## config.mk

```make
export PLATFORM = sky130hd
export DESIGN_NAME = fixpoint_iter_ctrl
export DESIGN_NICKNAME = d
export VERILOG_FILES = /design/src/rtl/fixpoint_iter_ctrl.sv
export SDC_FILE = /design/constraint.sdc
export NUM_CORES = 1
export LEC_CHECK = 0
export ABC_AREA = 1
export CAP_MARGIN = 20
export CORE_ASPECT_RATIO = 1.5
export CORE_MARGIN = 2
export CORE_UTILIZATION = 45
export CTS_BUF_LIST = sky130_fd_sc_hd__clkbuf_8 sky130_fd_sc_hd__clkbuf_16
export CTS_CLUSTER_DIAMETER = 60
export DETAILED_ROUTE_END_ITERATION = 6
export GPL_TIMING_DRIVEN = 0
export PLACE_DENSITY_LB_ADDON = 0.1
export SLEW_MARGIN = 0
export SYNTH_ARGS = -nofsm -noshare
export SYNTH_HDL_FRONTEND = slang
export SYNTH_SLANG_ARGS = --single-unit
```

## constraint.sdc

```tcl
create_clock -name clk -period 1.55 [get_ports clk]
set_input_delay 0.31 -clock clk [delete_from_list [all_inputs] [get_ports clk]]
set_output_delay 0.31 -clock clk [all_outputs]
set_load 0.01 [all_outputs]
```

## src/rtl/fixpoint_iter_ctrl.sv

```systemverilog
// Fixpoint sequencer: feeds a shared step/check evaluator from an initial state and iterates
// next-state until fixpoint, bug flag, iteration bound or abort, then reports a single result.
module fixpoint_iter_ctrl #(
  parameter int unsigned STATE_W  = 6,
  parameter int unsigned MAX_ITER = 64,
  parameter int unsigned CNT_W    = 7
) (
  input  logic               clk,
  input  logic               rst,
  input  logic               start,
  input  logic [STATE_W-1:0] init_state,
  input  logic               abort,
  output logic               busy,
  output logic               done,
  output logic [1:0]         result,
  output logic [CNT_W-1:0]   iter_count,
  output logic [STATE_W-1:0] final_state,
  output logic               ev_req_valid,
  output logic [STATE_W-1:0] ev_req_state,
  input  logic               ev_req_ready,
  input  logic               ev_rsp_valid,
  input  logic [STATE_W-1:0] ev_rsp_next,
  input  logic               ev_rsp_bug
);

  localparam logic [1:0] ResFixpoint = 2'd0;
  localparam logic [1:0] ResBug      = 2'd1;
  localparam logic [1:0] ResTimeout  = 2'd2;
  localparam logic [1:0] ResAbort    = 2'd3;

  localparam logic [CNT_W-1:0] IterMax = CNT_W'(MAX_ITER);
  localparam logic [CNT_W-1:0] IterOne = CNT_W'(1);

  typedef enum logic [2:0] {
    StIdle,
    StIssue,
    StWait,
    StCheck,
    StDrain,
    StDone
  } state_e;

  state_e state_q, state_d;

  logic [STATE_W-1:0] cur_q, cur_d;
  logic [STATE_W-1:0] nxt_q, nxt_d;
  logic               bug_q, bug_d;
  logic [CNT_W-1:0]   iter_q, iter_d;

  // end_run marks the single transition into StDone; end_result is its reason.
  logic               end_run;
  logic [1:0]         end_result;

  logic [1:0]         result_q;
  logic [CNT_W-1:0]   iter_count_q;
  logic [STATE_W-1:0] final_state_q;

  // State register
  always_ff @(posedge clk or posedge rst) begin
    if (rst) begin
      state_q <= StIdle;
    end else begin
      state_q <= state_d;
    end
  end

  // Next-state and datapath update
  always_comb begin
    state_d    = state_q;
    cur_d      = cur_q;
    nxt_d      = nxt_q;
    bug_d      = bug_q;
    iter_d     = iter_q;
    end_run    = 1'b0;
    end_result = ResAbort;

    unique case (state_q)
      StIdle: begin
        if (start) begin
          cur_d   = init_state;
          iter_d  = '0;
          state_d = StIssue;
        end
      end

      StIssue: begin
        if (ev_req_ready) begin
          // Request is accepted even under abort; its response still has to be drained.
          state_d = abort ? StDrain : StWait;
        end else if (abort) begin
          state_d    = StDone;
          end_run    = 1'b1;
          end_result = ResAbort;
        end
      end

      StWait: begin
        if (abort) begin
          if (ev_rsp_valid) begin
            // Response arriving with abort is swallowed and not counted.
            state_d    = StDone;
            end_run    = 1'b1;
            end_result = ResAbort;
          end else begin
            state_d = StDrain;
          end
        end else if (ev_rsp_valid) begin
          nxt_d   = ev_rsp_next;
          bug_d   = ev_rsp_bug;
          iter_d  = iter_q + IterOne;
          state_d = StCheck;
        end
      end

      StCheck: begin
        if (bug_q) begin
          state_d    = StDone;
          end_run    = 1'b1;
          end_result = ResBug;
        end else if (nxt_q == cur_q) begin
          state_d    = StDone;
          end_run    = 1'b1;
          end_result = ResFixpoint;
        end else if (iter_q == IterMax) begin
          state_d    = StDone;
          end_run    = 1'b1;
          end_result = ResTimeout;
        end else if (abort) begin
          state_d    = StDone;
          end_run    = 1'b1;
          end_result = ResAbort;
        end else begin
          cur_d   = nxt_q;
          state_d = StIssue;
        end
      end

      StDrain: begin
        if (ev_rsp_valid) begin
          state_d    = StDone;
          end_run    = 1'b1;
          end_result = ResAbort;
        end
      end

      StDone: begin
        state_d = StIdle;
      end

      default: begin
        state_d = StIdle;
      end
    endcase
  end

  // Working registers
  always_ff @(posedge clk or posedge rst) begin
    if (rst) begin
      cur_q  <= '0;
      nxt_q  <= '0;
      bug_q  <= 1'b0;
      iter_q <= '0;
    end else begin
      cur_q  <= cur_d;
      nxt_q  <= nxt_d;
      bug_q  <= bug_d;
      iter_q <= iter_d;
    end
  end

  // Result fields load on entry to StDone and hold until the next run ends.
  always_ff @(posedge clk or posedge rst) begin
    if (rst) begin
      result_q      <= ResFixpoint;
      iter_count_q  <= '0;
      final_state_q <= '0;
    end else if (end_run) begin
      result_q      <= end_result;
      iter_count_q  <= iter_d;
      final_state_q <= cur_q;
    end
  end

  // Outputs
  always_comb begin
    busy         = (state_q != StIdle);
    done         = (state_q == StDone);
    ev_req_valid = (state_q == StIssue);
    ev_req_state = cur_q;
    result       = result_q;
    iter_count   = iter_count_q;
    final_state  = final_state_q;
  end

endmodule

```

After elaboration in Yosys (flattened, before gate mapping)
Index checks and enable logic that the tools add are counted.
{"block": "word_totals", "ff_bits": 38, "latchBits": 0, "mem_bits_rw": 0, "rom_bits": 0, "inputBits": 19, "out_inout_bits": 24, "n_memories": 0}
{"block": "op_classes", "addsub": 1, "n_mul": 0, "div_mod_pow": 0, "order_cmp": 0, "n_eq_ne": 15, "n_shift": 0, "n_mux": 35, "bitwise": 1, "n_reduce_logical": 6}
{"op": "$mux W3", "n": 11}
{"op": "$mux W6", "n": 5}
{"op": "$mux W7", "n": 3}
{"op": "$pmux W3 S5", "n": 1}
{"op": "$pmux W7 S2", "n": 1}
{"op": "$ne A2 B2 Y1 const B", "n": 6}
{"op": "$pmux W6 S2", "n": 1}
{"op": "$mux W1", "n": 9}
{"op": "$add A7 B1 Y7 const B", "n": 1}
{"op": "$eq A7 B7 Y1 const B", "n": 1}
{"op": "$eq A3 B2 Y1 const B", "n": 2}
{"op": "$eq A3 B3 Y1 const B", "n": 2}
{"op": "$eq A6 B6 Y1", "n": 1}
{"op": "$mux W2", "n": 3}
{"op": "$reduce_and A6 Y1", "n": 1}
{"op": "$pmux W1 S4", "n": 1}
{"op": "$reduce_and A4 Y1", "n": 1}
{"op": "$eq A3 B1 Y1 const B", "n": 1}
{"op": "$logic_not A3 Y1", "n": 1}
{"op": "$ne A3 B2 Y1 const B", "n": 1}
{"op": "$ne A3 B3 Y1 const B", "n": 1}
{"op": "$reduce_and A3 Y1", "n": 1}
{"op": "$reduce_bool A3 Y1", "n": 1}
{"op": "$reduce_bool A2 Y1", "n": 1}
{"op": "$not A1 Y1", "n": 1}

Depth between registers and ports, before layout
{"block": "logic_depth", "depth_word": 5, "ltp_mapped": 11}

Worst setup path after synthesis
OpenSTA, ideal clock, no wires.
{"block": "synth_timing", "path_type": "register -> register", "startpoint": "register iter_q[0]", "endpoint": "register cur_q[0], in the netlist ev_req_state[0]", "setup_ns": 0.117, "arrival_time_ns": 1.359, "required_ns": 1.433, "slack_ns": 0.074, "stages_incl_launch_ff": 11, "path_buffers": 0, "synth_period_minus_slack_ns": 1.476, "path_cell_list": "dfrtp_1 > inv_1 > ha_1 > nand3_1 > nor2_1 > nor2_1 > nand2_1 > a21oi_2 > nand2_2 > nand2_1 > nand2_1"}
{"block": "synth_between", "elab_chain_len": 3}
{"element": "start: declaration", "line": "48", "text": "logic [CNT_W-1:0] iter_q, iter_d;"}
{"element": "start signal: assignment", "line": "167", "text": "iter_q <= iter_d;"}
{"element": "$eq A7 B7 Y1", "line": "124", "text": "end else if (iter_q == IterMax) begin"}
{"element": "$ne A2 B2 Y1 (no line)"}
{"element": "$reduce_and A6 Y1 (no line)"}
{"element": "end signal: assignment", "line": "164", "text": "cur_q <= cur_d;"}
{"element": "end: declaration", "line": "45", "text": "logic [STATE_W-1:0] cur_q, cur_d;"}
Every way passes these cells.
A chain may end at the register's enable or synchronous reset.

Final worst setup path
{"block": "layout_timing", "startpoint": "register state_q[1]", "endpoint": "register final_state_q[0], in the netlist final_state[0]"}
{"block": "layout_between", "elab_chain_len": 2}
{"element": "start: declaration", "line": "43", "text": "state_e state_q, state_d;"}
{"element": "start signal: assignment", "line": "61", "text": "state_q <= StIdle;"}
{"element": "start signal: assignment", "line": "63", "text": "state_q <= state_d;"}
{"element": "$eq A3 B3 Y1 (tied with other cells)", "line": "77", "text": "unique case (state_q)"}
{"element": "$pmux W1 S4 *", "line": "77"}
{"element": "end signal: assignment", "line": "180", "text": "final_state_q <= cur_q;"}
{"element": "end: declaration", "line": "56", "text": "logic [STATE_W-1:0] final_state_q;"}
Every way passes the cells marked *; elsewhere a longest branch is shown, timed or not.

==> metrics.yaml <==
status:
  violations: "negative setup slack"
  status: "complete, but fails checks"
placement:
  dp_slack_ns: -0.631
  gp_congestion: 0.813
  numPortBuffers: 42
  placed_cells: 366
  dp_hpwl_mm: 3.63
sta:
  relSlewSlack_pct: 45.8
  finalHoldViolCount: 0
  period_needed_ns: 1.62
  grt_setup_unrepaired: "yes"
  fmax_mhz: 616
  setup-tns-final_ns: -0.517
  worst_clock_skew_ns: 0.00722
  drv_slew: 0
  tightest_slew_ns: 0.812
  layout_setup_ws_ns: -0.0730
  setup_viol: 18
  fin_crit_sh_pct: 105
power:
  comb_power_share_pct: 55.8
  switching_share_pct: 41.0
  powerDensity_nw_per_um2: 1600
  p_switching_mw: 2.13
  p_leak_nw: 1.80
  cell_internal_pwr_mw: 3.07
  pwr-share-seq_pct: 30.0
  irDropWorstVdd_uv: 1100
  p_clk_share_pct: 14.2
cells_and_area:
  n_antenna_cell: 0
  final_nets: 386
  fin_cells: 414
  drive_gt1_share_pct: 34.4
  area_growth_pct: 57.9
logic_synthesis:
  syn_inst: 276
  synth_warnings: 0
  synth.distinct_cells: 25
  syn_nets: 297
  syn-cell-area_um2: 2060
  synth-seq-cells: 38
  yosysSeqAreaShare_pct: 46.2
  synth_area_per_cell_um2: 7.46
setup_path:
  cpMostUsedCell: "nand3_2"
  cp-end-kind: "flop"
  worst-path-stages: 9
  crit_family: "simple AND/OR/NAND/NOR gates"
  crit_buf_inv: 3
  crit_path_top_delay_cell: "dfrtp_1"
  max_stage_delay_ns: 0.43
  reg2regPathDepth: 9
  cp-start-kind: "flop"
  critical_path_class: "reg -> reg"
  path_cells: "inv_2, nand3_2, or2_4, nor2_4, a21oi_4, buf_6, clkbuf_16, nand3_2, nand2_1"
  worstPathArrival_ns: 1.81
  worst_ep_required_time_ns: 1.74
  crit_fanout: 5
clock_tree:
  cts_htree_levels: 2
  numCtsBuffers: 5
  path_clk_slew_ns: 0.08
  cts_tree: "yes"
  clockRootBuffer: "clkbuf_8"
  cts_hold_buf: 0
  cts_sinks: 38
  cts.path.max_buffers: 2
  insertion_delay_ns: 0.30
floorplan:
  core_um2: 4470
  rows: 30
  dieArea_um2: 5140
  die_h_um: 86.8
  initial_core_util_pct: 46.1
  die_w_um: 59.2
  io-pin-count: 43
global_route:
  first_global_vias: 2107
  antenna_found_initial: 0
  gr-total-overflow: 0
  grt_max_degree: 39
  grt_pass1_wl_mm: 9.37
  globalRouteTotalUtil_pct: 24.3
detailed_routing:
  dr.pass1.iters: 4
  drt-total-wl_mm: 6.06
  ant_nets: 0
  routedWlPerCell_um: 14.6
  drt-initial-drc-count: 65
  viasPerCell: 5.16
  drc: 0
  vias: 2138
hold_path:
  hold_path.class: "in -> async"
flow_run:
  drv_cap: 0
-- sequential cells by signal, indices dropped and copies added (netlist names) --
name,count
nxt_q,6
iter_q,7
ev_req_state,6
result,2
state_q,3
bug_q,1
iter_count,7
final_state,6
-- placed cells by master, fill, tap and decap left out, drive strengths merged --
cell / synthesis / final
a21oi: 5 / 5
buf: 3 / 43
clkbuf: 2 / 11
clkdlybuf4s50: 0 / 22
clkinv: 0 / 1
clkinvlp: 0 / 1
dfrtp: 38 / 38
dlygate4sd2: 0 / 8
dlymetal6s2s: 0 / 9
ha: 2 / 2
inv: 35 / 35
nand2: 112 / 112
nand3: 33 / 33
nand4: 3 / 3
nor2: 13 / 13
nor3: 3 / 3
o21ai: 24 / 24
or2: 3 / 3
-- timing repair --
| item | CTS | global route |
|---|---|---|
| setup endpoints to repair | 45 | 26 |
| setup buffers | 24 | 14 |
| cloned | 1 | 1 |
| gates resized for setup | 38 | 69 |
| pin swaps | 10 | 31 |
| endpoints found under the hold margin | 0 | 0 |
-- cell usage after synthesis, drive strengths merged --
cell type	number	share of area, %
a21oi	5	1.9
buf	3	1.3
clkbuf	2	0.36
dfrtp	38	46
ha	2	1.2
inv	35	6.4
nand2	112	22
nand3	33	8.3
nand4	3	0.91
nor2	13	3.0
nor3	3	1.3
o21ai	24	5.8
or2	3	0.91
-- layout make-up --
cell class / instances / area (µm²)
buffer: 5 / 56.3
clock buffer: 6 / 82.6
clock inverter: 2 / 12.5
fill: 350 / 1220
inverter: 35 / 131
multi-input combinational: 198 / 1130
sequential: 38 / 957
tap: 48 / 60.1
timing repair buffer: 82 / 818
-- layer usage --
| layer | part of all wire, % | vias up | global-route usage, % |
|---|---|---|---|
| met2 | 56 | 65 | 42.5 |
| met5 | 0 | - | 0 |
| li1 | - | 1046 | - |
| met4 | 2.9 | 0 | 12.2 |
| met3 | 3.4 | 16 | 4.18 |
| met1 | 38 | 1011 | 27.4 |
-- cell families after synthesis --
| logic type | after synthesis | synth area share (%) |
|---|---|---|
| fa+ha+maj | 2 | 1.22 |
| compound gates | 29 | 7.78 |
| simple gates | 167 | 36.7 |
| flops | 38 | 46.2 |
| buf+inv | 40 | 8.09 |
-- path summary, 6_finish.rpt --
check / from / end / slack (ns)
setup reg to reg: state_q[1] / final_state[0] / -0.07
setup / recovery: state_q[1] / final_state[0] / -0.07
max in group asynchronous: rst / ev_req_state[2] / 0.49
min in group clk: final_state[4] / final_state[4] / 0.51
hold reg to reg: final_state[4] / final_state[4] / 0.51
hold / removal: rst / final_state[2] / 0.49
-- worst reg2reg max path, delay by kind of cell, from the launching register on --
kind                   cells  cell delay (ns)
AO/OA/AOI/OAI              1             0.05
buffers and inverters      3             0.39
flip-flops                 1             0.43
AND/OR/NAND/NOR            5             0.64
-- power by group through the flow --
| stage | sequential (mW) | clock, mW | combinational [mW] |
|---|---|---|---|
| 2_1_floorplan | 1.61 | 0 | 1.14 |
| 4_1_cts | 1.55 | 0.748 | 2.38 |
| 3_3_place_gp | 1.60 | 0 | 1.93 |
| 3_5_place_dp | 1.60 | 0 | 1.96 |
| 5_1_grt | 1.60 | 0.788 | 3.16 |
| 6_report | 1.56 | 0.737 | 2.90 |
-- through the flow --
step	util [%]	hold slack, ns	cell area, µm²	power (mW)
floorplan	-	0.431	2060	2.75
global placement	56.8	0.491	2540	3.53
detailed placement	56.8	0.497	2540	3.56
CTS	65.0	0.517	2910	4.67
global route	72.7	0.543	3250	5.55
finish	72.7	0.485	3250	5.20
Note: power is estimated with default switching activity, not from simulation.
